===== src/rtl/mem_pkg.sv =====
`default_nettype none
// +--------------------------------------------------------------------------+
// | mem_pkg : shared RAM-port constants, FSM encoding, request-legality check |
// | Rev 1.0 : initial release                                                |
// +--------------------------------------------------------------------------+
package mem_pkg;

  localparam int DATA_W    = 16;
  localparam int ADDR_W    = 16;
  localparam int MEM_DEPTH = 1024;
  localparam int LEN_W     = 4;

  typedef enum logic [1:0] {
    S_IDLE  = 2'd0,
    S_WR    = 2'd1,
    S_RD    = 2'd2,
    S_DRAIN = 2'd3
  } state_t;

  // Legal when the whole burst lies inside 0..depth-1 (no wrap) and writes are single-beat.
  function automatic logic req_legal(input logic              wr,
                                     input logic [ADDR_W-1:0] addr,
                                     input logic [LEN_W-1:0]  len,
                                     input logic [31:0]       depth);
    logic [31:0] w_first;
    logic [31:0] w_last;
    w_first = 32'(addr);
    w_last  = w_first + 32'(len);
    return (w_first < depth) && (w_last < depth) && !(wr && (len != '0));
  endfunction

endpackage
`default_nettype wire


===== src/rtl/mem_rsp_skid.sv =====
`default_nettype none
// +--------------------------------------------------------------------------+
// | mem_rsp_skid : 2-entry FIFO of {last,data} read beats with flush          |
// | Rev 1.0 : initial release                                                |
// +--------------------------------------------------------------------------+
module mem_rsp_skid #(
  parameter int DATA_W = 16
) (
  input  logic              CLK,
  input  logic              flush,
  input  logic              push,
  input  logic [DATA_W-1:0] push_data,
  input  logic              push_last,
  input  logic              pop,
  output logic [DATA_W-1:0] head_data,
  output logic              head_last,
  output logic [1:0]        count
);

  logic [DATA_W:0] r_mem [2];
  logic            r_wptr;
  logic            r_rptr;
  logic [1:0]      r_count;
  logic            w_pop;

  assign w_pop = pop && (r_count != 2'd0);

  always_ff @(posedge CLK) begin
    if (flush) begin
      r_mem[0] <= '0;
      r_mem[1] <= '0;
      r_wptr   <= 1'b0;
      r_rptr   <= 1'b0;
      r_count  <= 2'd0;
    end else begin
      if (push) begin
        r_mem[r_wptr] <= {push_last, push_data};
        r_wptr        <= ~r_wptr;
      end
      if (w_pop) begin
        r_rptr <= ~r_rptr;
      end
      case ({push, w_pop})
        2'b10:   r_count <= r_count + 2'd1;
        2'b01:   r_count <= r_count - 2'd1;
        default: r_count <= r_count;
      endcase
    end
  end

  assign head_data = r_mem[r_rptr][DATA_W-1:0];
  assign head_last = r_mem[r_rptr][DATA_W];
  assign count     = r_count;

endmodule
`default_nettype wire


===== src/rtl/mem_master.sv =====
`default_nettype none
// +--------------------------------------------------------------------------+
// | mem_master : CPU-side initiator for the synchronous RAM port; single      |
// |              writes and 1..16-beat incrementing read bursts               |
// | Rev 1.0 : initial release                                                |
// +--------------------------------------------------------------------------+
module mem_master #(
  parameter int DATA_W    = 16,
  parameter int ADDR_W    = 16,
  parameter int MEM_DEPTH = 1024,
  parameter int LEN_W     = 4
) (
  input  logic              CLK,
  input  logic              reset,
  input  logic              req_valid,
  output logic              req_ready,
  input  logic              req_write,
  input  logic [ADDR_W-1:0] req_addr,
  input  logic [LEN_W-1:0]  req_len,
  input  logic [DATA_W-1:0] req_wdata,
  output logic              rsp_valid,
  input  logic              rsp_ready,
  output logic [DATA_W-1:0] rsp_rdata,
  output logic              rsp_last,
  output logic              err,
  output logic              busy,
  output logic              MemRead,
  output logic              MemWrite,
  output logic [ADDR_W-1:0] ADDR,
  output logic [DATA_W-1:0] Data_in,
  input  logic [DATA_W-1:0] Data_out
);

  import mem_pkg::*;

  state_t            r_state;
  state_t            w_state_nx;
  logic [ADDR_W-1:0] r_addr;
  logic [LEN_W-1:0]  r_left;
  logic [DATA_W-1:0] r_wdata;
  logic              r_inflight;
  logic              r_inflight_last;
  logic              r_err;

  logic [1:0]        w_count;
  logic [DATA_W-1:0] w_head_data;
  logic              w_head_last;
  logic              w_accept;
  logic              w_legal;
  logic              w_rsp_valid;
  logic              w_pop;
  logic [2:0]        w_occ;
  logic              w_issue;

  assign req_ready   = (r_state == S_IDLE) && !reset;
  assign w_accept    = req_valid && req_ready;
  assign w_legal     = req_legal(req_write, req_addr, req_len, 32'(MEM_DEPTH));
  assign w_rsp_valid = (w_count != 2'd0);
  assign w_pop       = w_rsp_valid && rsp_ready;

  // A beat popped this cycle frees its slot before the next capture, which keeps
  // one beat per cycle with a 2-entry FIFO while never overfilling it.
  assign w_occ   = {1'b0, w_count} + {2'b00, r_inflight} - {2'b00, w_pop};
  assign w_issue = (r_state == S_RD) && (w_occ < 3'd2);

  always_comb begin
    w_state_nx = r_state;
    MemRead    = 1'b0;
    MemWrite   = 1'b0;
    ADDR       = '0;
    Data_in    = '0;
    case (r_state)
      S_IDLE: begin
        if (w_accept && w_legal) begin
          w_state_nx = req_write ? S_WR : S_RD;
        end
      end
      S_WR: begin
        MemWrite   = 1'b1;
        ADDR       = r_addr;
        Data_in    = r_wdata;
        w_state_nx = S_IDLE;
      end
      S_RD: begin
        if (w_issue) begin
          MemRead = 1'b1;
          ADDR    = r_addr;
          if (r_left == '0) begin
            w_state_nx = S_DRAIN;
          end
        end
      end
      S_DRAIN: begin
        if (!r_inflight && (w_count == {1'b0, w_pop})) begin
          w_state_nx = S_IDLE;
        end
      end
      default: w_state_nx = S_IDLE;
    endcase
  end

  always_ff @(posedge CLK) begin
    if (reset) begin
      r_state         <= S_IDLE;
      r_addr          <= '0;
      r_left          <= '0;
      r_wdata         <= '0;
      r_inflight      <= 1'b0;
      r_inflight_last <= 1'b0;
      r_err           <= 1'b0;
    end else begin
      r_state         <= w_state_nx;
      r_err           <= w_accept && !w_legal;
      r_inflight      <= w_issue;
      r_inflight_last <= w_issue && (r_left == '0);
      if (w_accept) begin
        r_addr  <= req_addr;
        r_left  <= req_len;
        r_wdata <= req_wdata;
      end else if (w_issue) begin
        r_addr <= r_addr + 1'b1;
        r_left <= r_left - 1'b1;
      end
    end
  end

  mem_rsp_skid #(
    .DATA_W (DATA_W)
  ) u_skid (
    .CLK       (CLK),
    .flush     (reset),
    .push      (r_inflight),
    .push_data (Data_out),
    .push_last (r_inflight_last),
    .pop       (w_pop),
    .head_data (w_head_data),
    .head_last (w_head_last),
    .count     (w_count)
  );

  assign rsp_valid = w_rsp_valid;
  assign rsp_rdata = w_rsp_valid ? w_head_data : '0;
  assign rsp_last  = w_rsp_valid && w_head_last;
  assign err       = r_err;
  assign busy      = (r_state != S_IDLE);

endmodule
`default_nettype wire


===== config.mk =====
export PLATFORM = sky130hd
export DESIGN_NAME = mem_master
export DESIGN_NICKNAME = d
export VERILOG_FILES = /design/src/rtl/mem_pkg.sv /design/src/rtl/mem_rsp_skid.sv /design/src/rtl/mem_master.sv
export SDC_FILE = /design/constraint.sdc
export NUM_CORES = 1
export LEC_CHECK = 0
export CORE_MARGIN = 2
export CORE_UTILIZATION = 25
export CTS_CLUSTER_SIZE = 40
export DETAILED_ROUTE_END_ITERATION = 12
export PLACE_DENSITY = 0.54
export SYNTH_ARGS = -nofsm -noshare
export SYNTH_HDL_FRONTEND = slang
export SYNTH_SLANG_ARGS = --single-unit
export TNS_END_PERCENT = 30

===== constraint.sdc =====
create_clock -name CLK -period 6.9 [get_ports CLK]
set_clock_uncertainty 0.1 [all_clocks]
set_input_delay 1.035 -clock CLK [delete_from_list [all_inputs] [get_ports CLK]]
set_output_delay 1.035 -clock CLK [all_outputs]
set_load 0.1 [all_outputs]

== Word level (Yosys, flattened, before mapping) ==
Memories as Yosys holds them, arrays and structs flattened. A register that Yosys moved wholly into a read port is not among the register bits.
Index checks and enable logic that the tools add are counted.
Storage, ports and cells
  memories: 1
  logic and storage cells: 87
  memory bits (writable): 34
  register bits: 45
Cells by class
  equality and inequality tests: 10
  $lt $le $gt $ge: 3
  $add $sub $neg: 7
  reduce and logical (&&, ||, !) cells: 26
  bitwise gates (word level): 2
  mux-type cells: 28
Memories
  u_skid.r_mem: depth 2, bits a word 17, rd ports 1, clocked after Yosys merged registers in 1, wr ports 2, line mem_rsp_skid.sv:20  | logic [DATA_W:0] r_mem [2];
Operator list (number)
  16-bit two-way mux: 5
  16-bit one-hot mux with 2 select lines: 1
  16-bit by 4-bit adder with 17-bit output: 1
  17-bit by 11-bit < comparator with 1-bit output, second input constant: 1
  17-bit two-way mux: 1
  17-bit OR reduction: 1
  16-bit by 1-bit adder with 16-bit output, second input constant: 1
  16-bit by 11-bit < comparator with 1-bit output, second input constant: 1
  1-bit logical AND: 13
  1-bit two-way mux: 12
  2-bit two-way mux: 5
  4-bit two-way mux: 2
  2-bit one-hot mux with 4 select lines: 1
  2-bit nonzero test: 4
  2-bit == test, second input constant: 3
  2-bit by 1-bit == test with 1-bit output, second input constant: 2
  1-bit zero test: 4
  4-bit zero test: 1
  2-bit by 1-bit inequality test with 1-bit output, second input constant: 2
  2-bit inequality test, second input constant: 2
  2-bit one-hot mux with 2 select lines: 1
  4-bit AND reduction: 1
  4-bit nonzero test: 1
  4-bit by 1-bit subtractor with 4-bit output, second input constant: 1
  other kinds (8): 9

== Logic depth before layout (Yosys ltp) ==
Gate-level depths: netlist of the first run.
  depth in word-level cells: 7
  mapped depth: 11
  depth with buffers taken out: 11

== Modules after synthesis ==
From an unflattened synthesis of the first run, not the netlist that was laid out.
Second synthesis, totals
  cell total of the unflattened synthesis: 435
  area total of the unflattened synthesis: 4144.0 µm²
By module, submodules not included
  mem_master: sequential area each 820.8 µm², area each 2454.9 µm², times used 1, cells each 303
  mem_rsp_skid: sequential area each 1121.1 µm², area each 1689.1 µm², times used 1, cells each 132

== Least setup slack after synthesis of the first run ==
Ideal clock, no wire load.
  path kind: in2out
  start: input rsp_ready
  end: output ADDR[0]
  data arrival time: 4170 ps
  buffers on the path: 1
  data required time: 5765 ps
  cell stages on the path: 10
  slack: 1595 ps
  cell sequence: nor2b_1 > ha_1 > nand2b_1 > fa_1 > xnor2_2 > nand3_1 > inv_2 > o21a_1 > clkbuf_1 > and2_1
Between the ends
  longest elaborated chain between the ends: 6
RTL lines
  start: declaration: line mem_master.sv:22  | input logic rsp_ready,
  1-bit logical AND: line mem_master.sv:59  | assign w_pop = w_rsp_valid && rsp_ready;
  3-bit by 1-bit subtractor with 3-bit output: line mem_master.sv:63  | assign w_occ = {1'b0, w_count} + {2'b00, r_inflight} - {2'b00, w_pop};
  3-bit by 2-bit < comparator with 1-bit output: line mem_master.sv:64  | assign w_issue = (r_state == S_RD) && (w_occ < 3'd2);
  1-bit logical AND: line mem_master.sv:64
  16-bit two-way mux: line mem_master.sv:85  | if (w_issue) begin
  16-bit one-hot mux with 2 select lines: line mem_master.sv:72  | case (r_state)
  end: declaration: line mem_master.sv:29  | output logic [ADDR_W-1:0] ADDR,
Every way passes these cells.

== Worst setup path in the final report of the first run ==
  start: input rsp_ready
  end: output ADDR[1]
The elaborated chain is that of the path after synthesis.

==> results of run 1 <==
## worst max-delay path: stages
cell,delay (ps)
clkdlybuf4s50_1,490
nor2b_1,300
ha_1,300
nand2b_1,160
fa_1,400
xnor2_2,260
nand3_1,200
inv_2,200
o21a_1,410
and2_1,210
buf_4,290
## where the power goes
| group | internal (uW) | switching [uW] |
|---|---|---|
| logic | 205 | 477 |
| registers | 560 | 54.2 |
| clock network | 317 | 198 |
| total | 1080 | 728 |
## layer usage
| metal | GRT usage | up-vias | part of all wire |
|---|---|---|---|
| met1 | 0.163 | 1511 | 0.47 |
| met5 | 0 | - | 0 |
| li1 | - | 1638 | - |
| met3 | 0.0428 | 13 | 0.082 |
| met4 | 0.0526 | 0 | 0.016 |
| met2 | 0.199 | 102 | 0.44 |
## cell usage after synthesis (2+ instances only)
| cell type | instances |
|---|---|
| xnor2_1 | 13 |
| clkbuf_1 | 18 |
| o21ai_0 | 3 |
| mux2i_1 | 17 |
| a21oi_1 | 3 |
| nor2b_1 | 2 |
| nor3b_1 | 2 |
| nand3_1 | 6 |
| nor4_1 | 3 |
| and3_1 | 3 |
| dfxtp_1 | 46 |
| nor2_1 | 48 |
| and2_1 | 68 |
| nand2b_1 | 2 |
| ha_1 | 12 |
| xor2_1 | 8 |
| edfxtp_1 | 34 |
| inv_1 | 9 |
| nand3b_1 | 16 |
| nand2_1 | 48 |
| nor3_1 | 6 |
| nand4_1 | 5 |
| a211oi_1 | 20 |
## kinds of logic after synthesis
logic type / Yosys count
adder cells (fa/ha/maj): 13
XOR/XNOR: 22
AND/OR/NAND/NOR: 217
AO/OA/AOI/OAI: 37
flip-flops: 80
buffers and inverters: 29
multiplexers: 18
## flip-flops by register name, indices dropped and copies added (netlist names), named ones only
name             count
u_skid.r_rptr        1
r_wdata             16
r_addr              16
r_left               4
err                  1
u_skid.count         2
r_inflight           1
r_inflight_last      1
u_skid.r_wptr        1
r_state              2
u_skid.r_mem        34
## cells in the final DEF, fill, tap and decap left out, types with 6 or more instances in the layout
cell type         n
a211oi_1         20
and2_1           68
buf_4            21
clkbuf_16         9
clkdlybuf4s50_1  93
dfxtp_1          46
edfxtp_1         34
ha_1             12
inv_1             9
mux2i_1          17
nand2_1          48
nand3_1           6
nand3b_1         16
nor2_1           48
xnor2_1          13
xor2_1            8
## through the flow
stage	instance area [um2]	cells	total power, uW	worst slack, ps
after floorplan	4040	416	1120	1600
after global placement	5340	728	1300	1590
after detailed placement	5340	728	1310	1480
after CTS	5660	744	1840	1460
after global routing	5660	744	1910	1230
final	5660	744	1810	1500
## worst paths after layout
check | end | cells after the start | startpoint | slack [ps]
setup / recovery | ADDR[1] | 11 | rsp_ready | 1500
hold reg to reg | r_wdata[4] | 2 | r_wdata[4] | 370
hold / removal | r_wdata[4] | 2 | r_wdata[4] | 370
setup reg to reg | r_state[1] | 11 | u_skid.count[1] | 3410
## final cells by class
cell class / count / area share
Sequential cell: 80 / 0.343
Inverter: 10 / 0.00663
Tap cell: 216 / 0.0477
Multi-Input combinational cell: 307 / 0.353
Clock buffer: 9 / 0.0398
Timing Repair Buffer: 115 / 0.193
Clock inverter: 7 / 0.0168
==> out/results.ini, run 1 <==
[run]
cap_violations=0

[clock_tree]
clkLatencyLatePin_ps=340
clock_tree.buffer_depth=2
cts-htree-levels=3
hold_buffers=0
cts_resized=0
tritoncts.num_buffers=9
clock_tree_from_tritoncts=yes
clk_transition_reported_paths_ps=60
tritoncts_num_sinks=80
postCtsSetupRepairBufs=0
ctsRootBufferMaster=clkbuf_16

[layout]
fillCellCount=1633
area.sequential_mm2=0.00194
synthToLayoutAreaGrowth_pct=40.3
multi_input_area_mm2=0.00200
nets=593
fin_util=0.358
inserted_diodes=0
layout-drive-gt1-share=0.0928

[yosys]
post_synthesis_net_count=486
synth_compound_gate_area_share=0.0676
synth_edf_count=34
synth.yosys.seq_area_share=0.481
post_synth_instance_area_mm2=0.00404
synth_simple_gate_area_share=0.287
asyncSetResetFlopFracSynth=0
yosys-top-cells-area=edfxtp_1, dfxtp_1, and2_1, nand2_1, nor2_1
synthesis.area_per_instance_um2=9.70
dominantRegCellSynth=dfxtp_1
synth_cell_types=47
synth_xor_area_frac=0.0496
netlist.area_leader.share=0.253
synthCells=416
register_bit_count_reported_by_yosys=80
synth.area.mux_share=0.0450
ys.warnings.count=0
netlist.top_cell.by_area=edfxtp_1
synth_top_family_by_area=simple AND/OR/NAND/NOR gates
yosys.area_share.adder=0.0422

[status]
run_status=finished clean

[timing]
max_clock_freq_ghz=0.185
fin_crit_sh=0.783
maxSlewViolCount=0
worst-slew-pin-transition_ps=1080
setup_viol_count_final=0
slew-limit-headroom=0.282
hold_ws_ps=372
fin_setup_tns_ps=0
rsz0062_at_grt=false
finalCriticalPeriod_ps=5400
final-hold-violation-count=0

[power]
vdd_ir_drop_max_v=0.000177
cellPowerDensity_mw_per_mm2=320
static-leakage-power_uw=0.00209

[setup_path]
timing.critical_path.fanout_max=16
worstSetupEndpointType=output port
critical_path.startpoint_type=input pin
timing.setup.critical_path_class=in -> out
cp.arrival_ps=4270
cp_data_required_time_ps=5760

[floorplanning]
die_y_um=131
placeableCoreArea_mm2=0.0158
floorplan.initialDensity=0.255
top_level_ports=112
die_x_um=131
die-area_mm2=0.0172
placement_rows=46

[hold_path]
hold_class=reg -> reg

[placement]
dp_hpwl_um=7270
gp_congestion=0.799
portbufs=111

[global_route]
antenna_violations_before_repair=0
grt_pass1_wl_um=16800
grt_max_degree=55
grt_pass1_vias=3302
total_gr_overflow=0
global_route.usage.total=0.128

[routing]
routed-via-count=3264
remaining_drc_errors=0
detail-route-antenna-nets=0
routed_wire_length_per_instance_um=14.2
via_per_inst=4.39
finalWirelength_um=10500
first_pass_iters=4
detail_route.iter0.violations=170

No activity file was read; power rests on OpenSTA's default activity.
==> run 2, diff against run 1 <==
--- a/config.mk
+++ b/config.mk
@@ -9,7 +9,7 @@
 export CORE_UTILIZATION = 25
 export CTS_CLUSTER_SIZE = 40
 export DETAILED_ROUTE_END_ITERATION = 12
-export PLACE_DENSITY = 0.54
+export PLACE_DENSITY = 0.56
 export SYNTH_ARGS = -nofsm -noshare
 export SYNTH_HDL_FRONTEND = slang
 export SYNTH_SLANG_ARGS = --single-unit
==> constraint.sdc (replaced) <==
create_clock -name CLK -period 4.8 [get_ports CLK]
set_clock_uncertainty 0.1 [all_clocks]
set_input_delay 0.72 -clock CLK [delete_from_list [all_inputs] [get_ports CLK]]
set_output_delay 0.72 -clock CLK [all_outputs]
set_load 0.1 [all_outputs]
==> out/results.ini, run 2 (same netlist as run 1, synthesis figures left out) <==
[setup_path]
reg2reg_from=u_skid.count[1]
critical_path.startpoint=rsp_ready
critical_path.startpoint_type=input pin
timing.critical_path.fanout_max=16  ; unchanged
timing.setup.critical_path_class=in -> out
cp_data_required_time_ps=3980  ; -1780 ps
cp.arrival_ps=3550  ; -720 ps
critical_path_buf_inv_count=3  ; unchanged
path_delay_family=simple AND/OR/NAND/NOR gates
crit_path_cell_trace=clkdlybuf4s50_1 -> nor2b_1 -> ha_1 -> nand2b_1 -> fa_1 -> xnor2_2 -> nand3_1 -> inv_2 -> o21a_2 -> and2_1 -> buf_12
delay_contributed_by_the_slowest_stage_of_the_critical_path_ps=450  ; -40 ps
slowest_cell_on_the_critical_path=clkdlybuf4s50_1
worstSetupEndpointType=output port

[global_route]
global_route.usage.total=0.127  ; -0.000882
grt_max_degree=56  ; +1.8%
total_gr_overflow=0  ; unchanged
antenna_violations_before_repair=0  ; unchanged
grt_pass1_wl_um=16700  ; -0.58%
grt_pass1_vias=3443  ; +4.3%

[placement]
gp_congestion=0.784  ; -1.9%
portbufs=111  ; unchanged
placement.cell_area_mm2=0.00556  ; +4.1%
dp_hpwl_um=7210  ; -0.72%

[routing]
detail_route.iter0.violations=213  ; +25%
first_pass_iters=4  ; unchanged
detail-route-antenna-nets=0  ; unchanged
via_per_inst=4.46  ; +1.5%
finalWirelength_um=10400  ; -0.89%
remaining_drc_errors=0  ; unchanged
routed_wire_length_per_instance_um=14.0  ; -1.0%
routed-via-count=3319  ; +1.7%

[power]
vdd_ir_drop_max_v=0.000465  ; +160%
total_power_uw=2570  ; +42%
cellPowerDensity_mw_per_mm2=440  ; +37%
static-leakage-power_uw=0.00213  ; +1.9%

[floorplanning]
die-area_mm2=0.0172  ; unchanged
top_level_ports=112  ; unchanged
die_y_um=131  ; unchanged
placeableCoreArea_mm2=0.0158  ; unchanged
die_x_um=131  ; unchanged
floorplan.initialDensity=0.255  ; unchanged
placement_rows=46  ; unchanged

[layout]
most-common-layout-cells=clkdlybuf4s50_1, and2_1, nor2_1, nand2_1, dfxtp_1
biggestRegsByFlops=u_skid.r_mem: 34 flops, r_addr: 16 flops, r_wdata: 16 flops
fillCellCount=1599  ; -2.1%
layout-drive-gt1-share=0.0945  ; +0.00171
layout.cells.most_common=clkdlybuf4s50_1
design_area_mm2=0.00585  ; +3.3%
largest_register_ff_count=34  ; unchanged
regMostFlops=u_skid.r_mem
inserted_diodes=0  ; unchanged
synthToLayoutAreaGrowth_pct=45.0
nets=594  ; +0.17%

[status]
run_status=finished clean

[clock_tree]
tritoncts.num_buffers=9  ; unchanged
tritoncts_num_sinks=80  ; unchanged
cts-htree-levels=3  ; unchanged
clk_transition_reported_paths_ps=60  ; about the same
ctsRootBufferMaster=clkbuf_16
clock_tree.buffer_depth=2  ; unchanged
clock_tree_from_tritoncts=yes
clkLatencyLatePin_ps=340  ; about the same
hold_buffers=0  ; unchanged

[hold_path]
hold_class=reg -> reg
min-delay-start=r_wdata[1]

[timing]
rsz0062_at_grt=false
final-hold-violation-count=0  ; unchanged
fin_setup_tns_ps=0  ; unchanged
maxSlewViolCount=0  ; unchanged
slew-limit-headroom=0.313  ; +0.0314
worst-slew-pin-transition_ps=1030  ; -47.1 ps
setup_viol_count_final=0  ; unchanged
fin_crit_sh=0.910
max_clock_freq_ghz=0.229
finalCriticalPeriod_ps=4370
hold_ws_ps=369  ; -3.20 ps

[run]
cap_violations=0  ; unchanged

[run 2: power by group]
part | leakage [uW] | switching, uW | internal, uW | total, uW
logic | 0.00126 | 695 | 323 | 1020
registers | 0.000730 | 77.7 | 805 | 883
clock network | 0.000139 | 275 | 397 | 672
[run 2: what timing repair did]
action / CTS / global route
gates resized for setup: 0 / 1
setup buffers: 0 / 0
endpoints found under the setup margin: 0 / 16
[run 2: final timing paths]
kind | to | slack [ps] | depth (start not counted)
setup / recovery | ADDR[14] | 430 | 11
hold / removal | r_wdata[1] | 370 | 2
setup reg to reg | r_state[1] | 1330 | 11
hold reg to reg | r_wdata[1] | 370 | 2
[run 2: layout make-up]
type,instances,area (um2),share of cell area
timing repair buffer,116,1310,0.225
clock buffer,9,225,0.0385
tap,216,270,0.0462
sequential,80,1940,0.332
inverter,10,37.5,0.00642
clock inverter,7,62.6,0.0107
multi-input combinational,307,2000,0.342
[run 2: tightest hold or removal path: stages, from the launching register on]
cell and delay (ps):
dfxtp_1 310, nand3b_1 70, nand2_1 50
[run 2: routing by layer]
| layer | GRT usage | part of all wire | vias up |
|---|---|---|---|
| met5 | 0 | 0 | - |
| met4 | 0.0275 | 0.0080 | 0 |
| met3 | 0.0590 | 0.079 | 5 |
| met2 | 0.208 | 0.45 | 109 |
| met1 | 0.152 | 0.46 | 1564 |
| li1 | - | - | 1641 |
[run 2: through the flow]
stage / utilization / std cells / setup WS (ps)
after global routing: 0.370 / 745 / 130
final: 0.370 / 745 / 430
after CTS: 0.369 / 745 / 252
after floorplan: - / 416 / 125
after detailed placement: 0.351 / 729 / 280
after global placement: 0.351 / 729 / 322
==> RTL edit: new RTL, settings of run 1 <==
Reset style: asynchronous (`reset`), changed in one clocked block.
--- a/src/rtl/mem_master.sv
+++ b/src/rtl/mem_master.sv
@@ -101,3 +101,3 @@
 
-  always_ff @(posedge CLK) begin
+  always_ff @(posedge CLK or posedge reset) begin
     if (reset) begin
Check against the original RTL: differs if reset is asserted again (counterexample within 4 cycles, from zero or initial values and one cycle with reset high); with reset held inactive, the same outputs for 10 cycles.
==> RTL edit against run 1 <==
  * Via count shrank 7.4%
  * Synthesized cell count shrank 12%
  * Routed wire length shrank 5.2%
  * Non-clock buffer count did not move
  * Global-route usage is 0.69 points lower
  * Sequential cell count unchanged
  * Setup slack better by 25 ps
  * Register-to-register slack about the same
  * Synthesized area increased by 1.5%
  * Final area barely moved
  * Largest cell class is now sequential cells
Power is not shown: default switching activity piles up to over one toggle a cycle in this logic, so the estimate is an artifact.
==> RTL edit: results (changes against run 1) <==
Synthesis
  • Async S/R FF share, synth: 51.2% (was 0%)
  • Synth top area cells: dfrtp_1 (25%), edfxtp_1 (25%), and2_1 (10%), mux2i_1 (5.1%), mux2_2 (4.9%) (was edfxtp_1 (25%), dfxtp_1 (23%), and2_1 (11%), nand2_1 (4.5%), nor2_1 (4.5%))
  • Register area share after synthesis: 52.4% (was 48.1%)
  • Syn Area/Cell: 11.2 um^2 (was 9.70 um^2)
  • Post-synth EDFFs: 34 (unchanged)
  • Synth Warn #: 0 (unchanged)
  • Yosys cell types: 37 (was 47)
  • Synth top cells by count: and2_1 (67), nor2_1 (45), dfrtp_1 (41), edfxtp_1 (34), mux2i_1 (21) (was and2_1 (68), nand2_1 (48), nor2_1 (48), dfxtp_1 (46), edfxtp_1 (34))
  • Post-Syn Nets: 436 (was 486)

Placement
  • Placed cell count: 681 (was 728)
  • PortBufs: 111 (unchanged)
  • Dpl hpwl: 7140 um (was 7270 um)
  • Post-place setup slack: 1520 ps (was 1480 ps)
  • Placed Area: 5400 um^2 (was 5340 um^2)
  • GP Congestion: 0.730 (was 0.799)

Status
  • Status: completed (unchanged)

Layout
  • Fillers: 1615 (was 1633)
  • Biggest regs: u_skid.r_mem (34), r_addr (16), r_wdata (16) (unchanged)
  • Nets@finish: 546 (was 593)
  • # diodes: 0 (unchanged)
  • Layout cells sized above 1: 12.1% (was 9.28%)
  • Register area: 2150 um^2 (was 1940 um^2)

GRT
  • First-pass GRT wire length: 16600 um (was 16800 um)
  • GRT Total Usage: 12.1% (was 12.8%)
  • Number of global-route vias before repair: 3221 (was 3302)
  • Pin count of the biggest net entering global routing: 44 (was 55)
  • Antenna violations before repair: 0 (unchanged)

Drt
  • Initial drt markers: 136 (was 170)
  • Vias: 3024 (was 3264)
  • Via density: 4.34 (was 4.39)
  • TritonRoute pass-1 iters: 4 (unchanged)
  • WL/cell: 14.3 um (was 14.2 um)

Worst setup path
  • Worst path slowest cell: clkdlybuf4s50_1 (unchanged)
  • Worst path top cell family by delay: buffers and inverters (unchanged)
  • CP peak stage delay: 1170 ps (was 490 ps)
  • Crit path arrival time: 4240 ps (was 4270 ps)
  • Critical-path maximum fanout: 6 (was 16)

Clock tree
  • Clock Tree Root: clkbuf_16 (unchanged)
  • Post-cts sizing count: 0 (unchanged)
  • Htree depth: 3 (unchanged)
  • Skew-Pair Late Insertion Delay: 330 ps
  • Reg clk slew, reported paths: 50 ps
  • # Post-CTS Setup Buffers: 0 (unchanged)
  • Max Root-Sink Buffers: 2 (unchanged)
  • CTS Buf Count: 9 (unchanged)

Min path
  • Hold Path Class: flop to flop (unchanged)

Timing
  • Max_slew headroom: 31.6% (was 28.2%)
==> RTL edit: cell types whose count changed after synthesis, moves of 17 or more <==
| cell | run 1 | this run |
|---|---|---|
| a211oi_1 | 20 | 2 |
| a21oi_1 | 3 | 20 |
| mux2_2 | 1 | 18 |
| nand2_1 | 48 | 12 |
| dfxtp_1 | 46 | 5 |
| dfrtp_1 | 0 | 41 |
==> RTL edit: worst paths after layout <==
path | from | end | slack (ps) | depth (start not counted)
setup / recovery | rsp_ready | MemRead | 1520 | 9
max in group asynchronous | reset | r_left[2] | 4730 | 2
setup reg to reg | u_skid.count[1] | r_addr[15] | 3420 | 12
hold reg to reg | r_wdata[5] | r_wdata[5] | 400 | 1
hold / removal | r_wdata[5] | r_wdata[5] | 400 | 1
min in group asynchronous | reset | r_wdata[2] | 1380 | 2
==> RTL edit: final cells by class <==
class                   instances  area share (%)
flip-flops and latches         80            37.9
clock inverters                 1          0.0883
well taps                     216            4.77
repair buffers                115            19.4
inverters                      10           0.663
multi-input cells             260            32.5
clock buffers                  14            4.66
==> RTL edit: routing by layer <==
layer	track usage (%)	wire length, um	vias to the layer above
met5	0	0	-
met2	20.0	4660	86
met4	4.95	199	0
met3	3.96	636	14
met1	14.5	4480	1455
li1	-	-	1469
==> RTL edit: kinds of logic (layout without fill, tap and decap cells) <==
| logic type | after synthesis | after routing | share of synthesized area, % |
|---|---|---|---|
| buffers and inverters | 26 | 140 | 2.72 |
| DFF | 80 | 80 | 52.4 |
| muxes | 39 | 39 | 10.1 |
| xor gates and xnor gates | 23 | 23 | 5.38 |
| adders and majority gates | 13 | 13 | 4.15 |
| AOI/OAI and AO/OA | 31 | 31 | 4.52 |
| and+or+nand+nor | 154 | 154 | 20.7 |
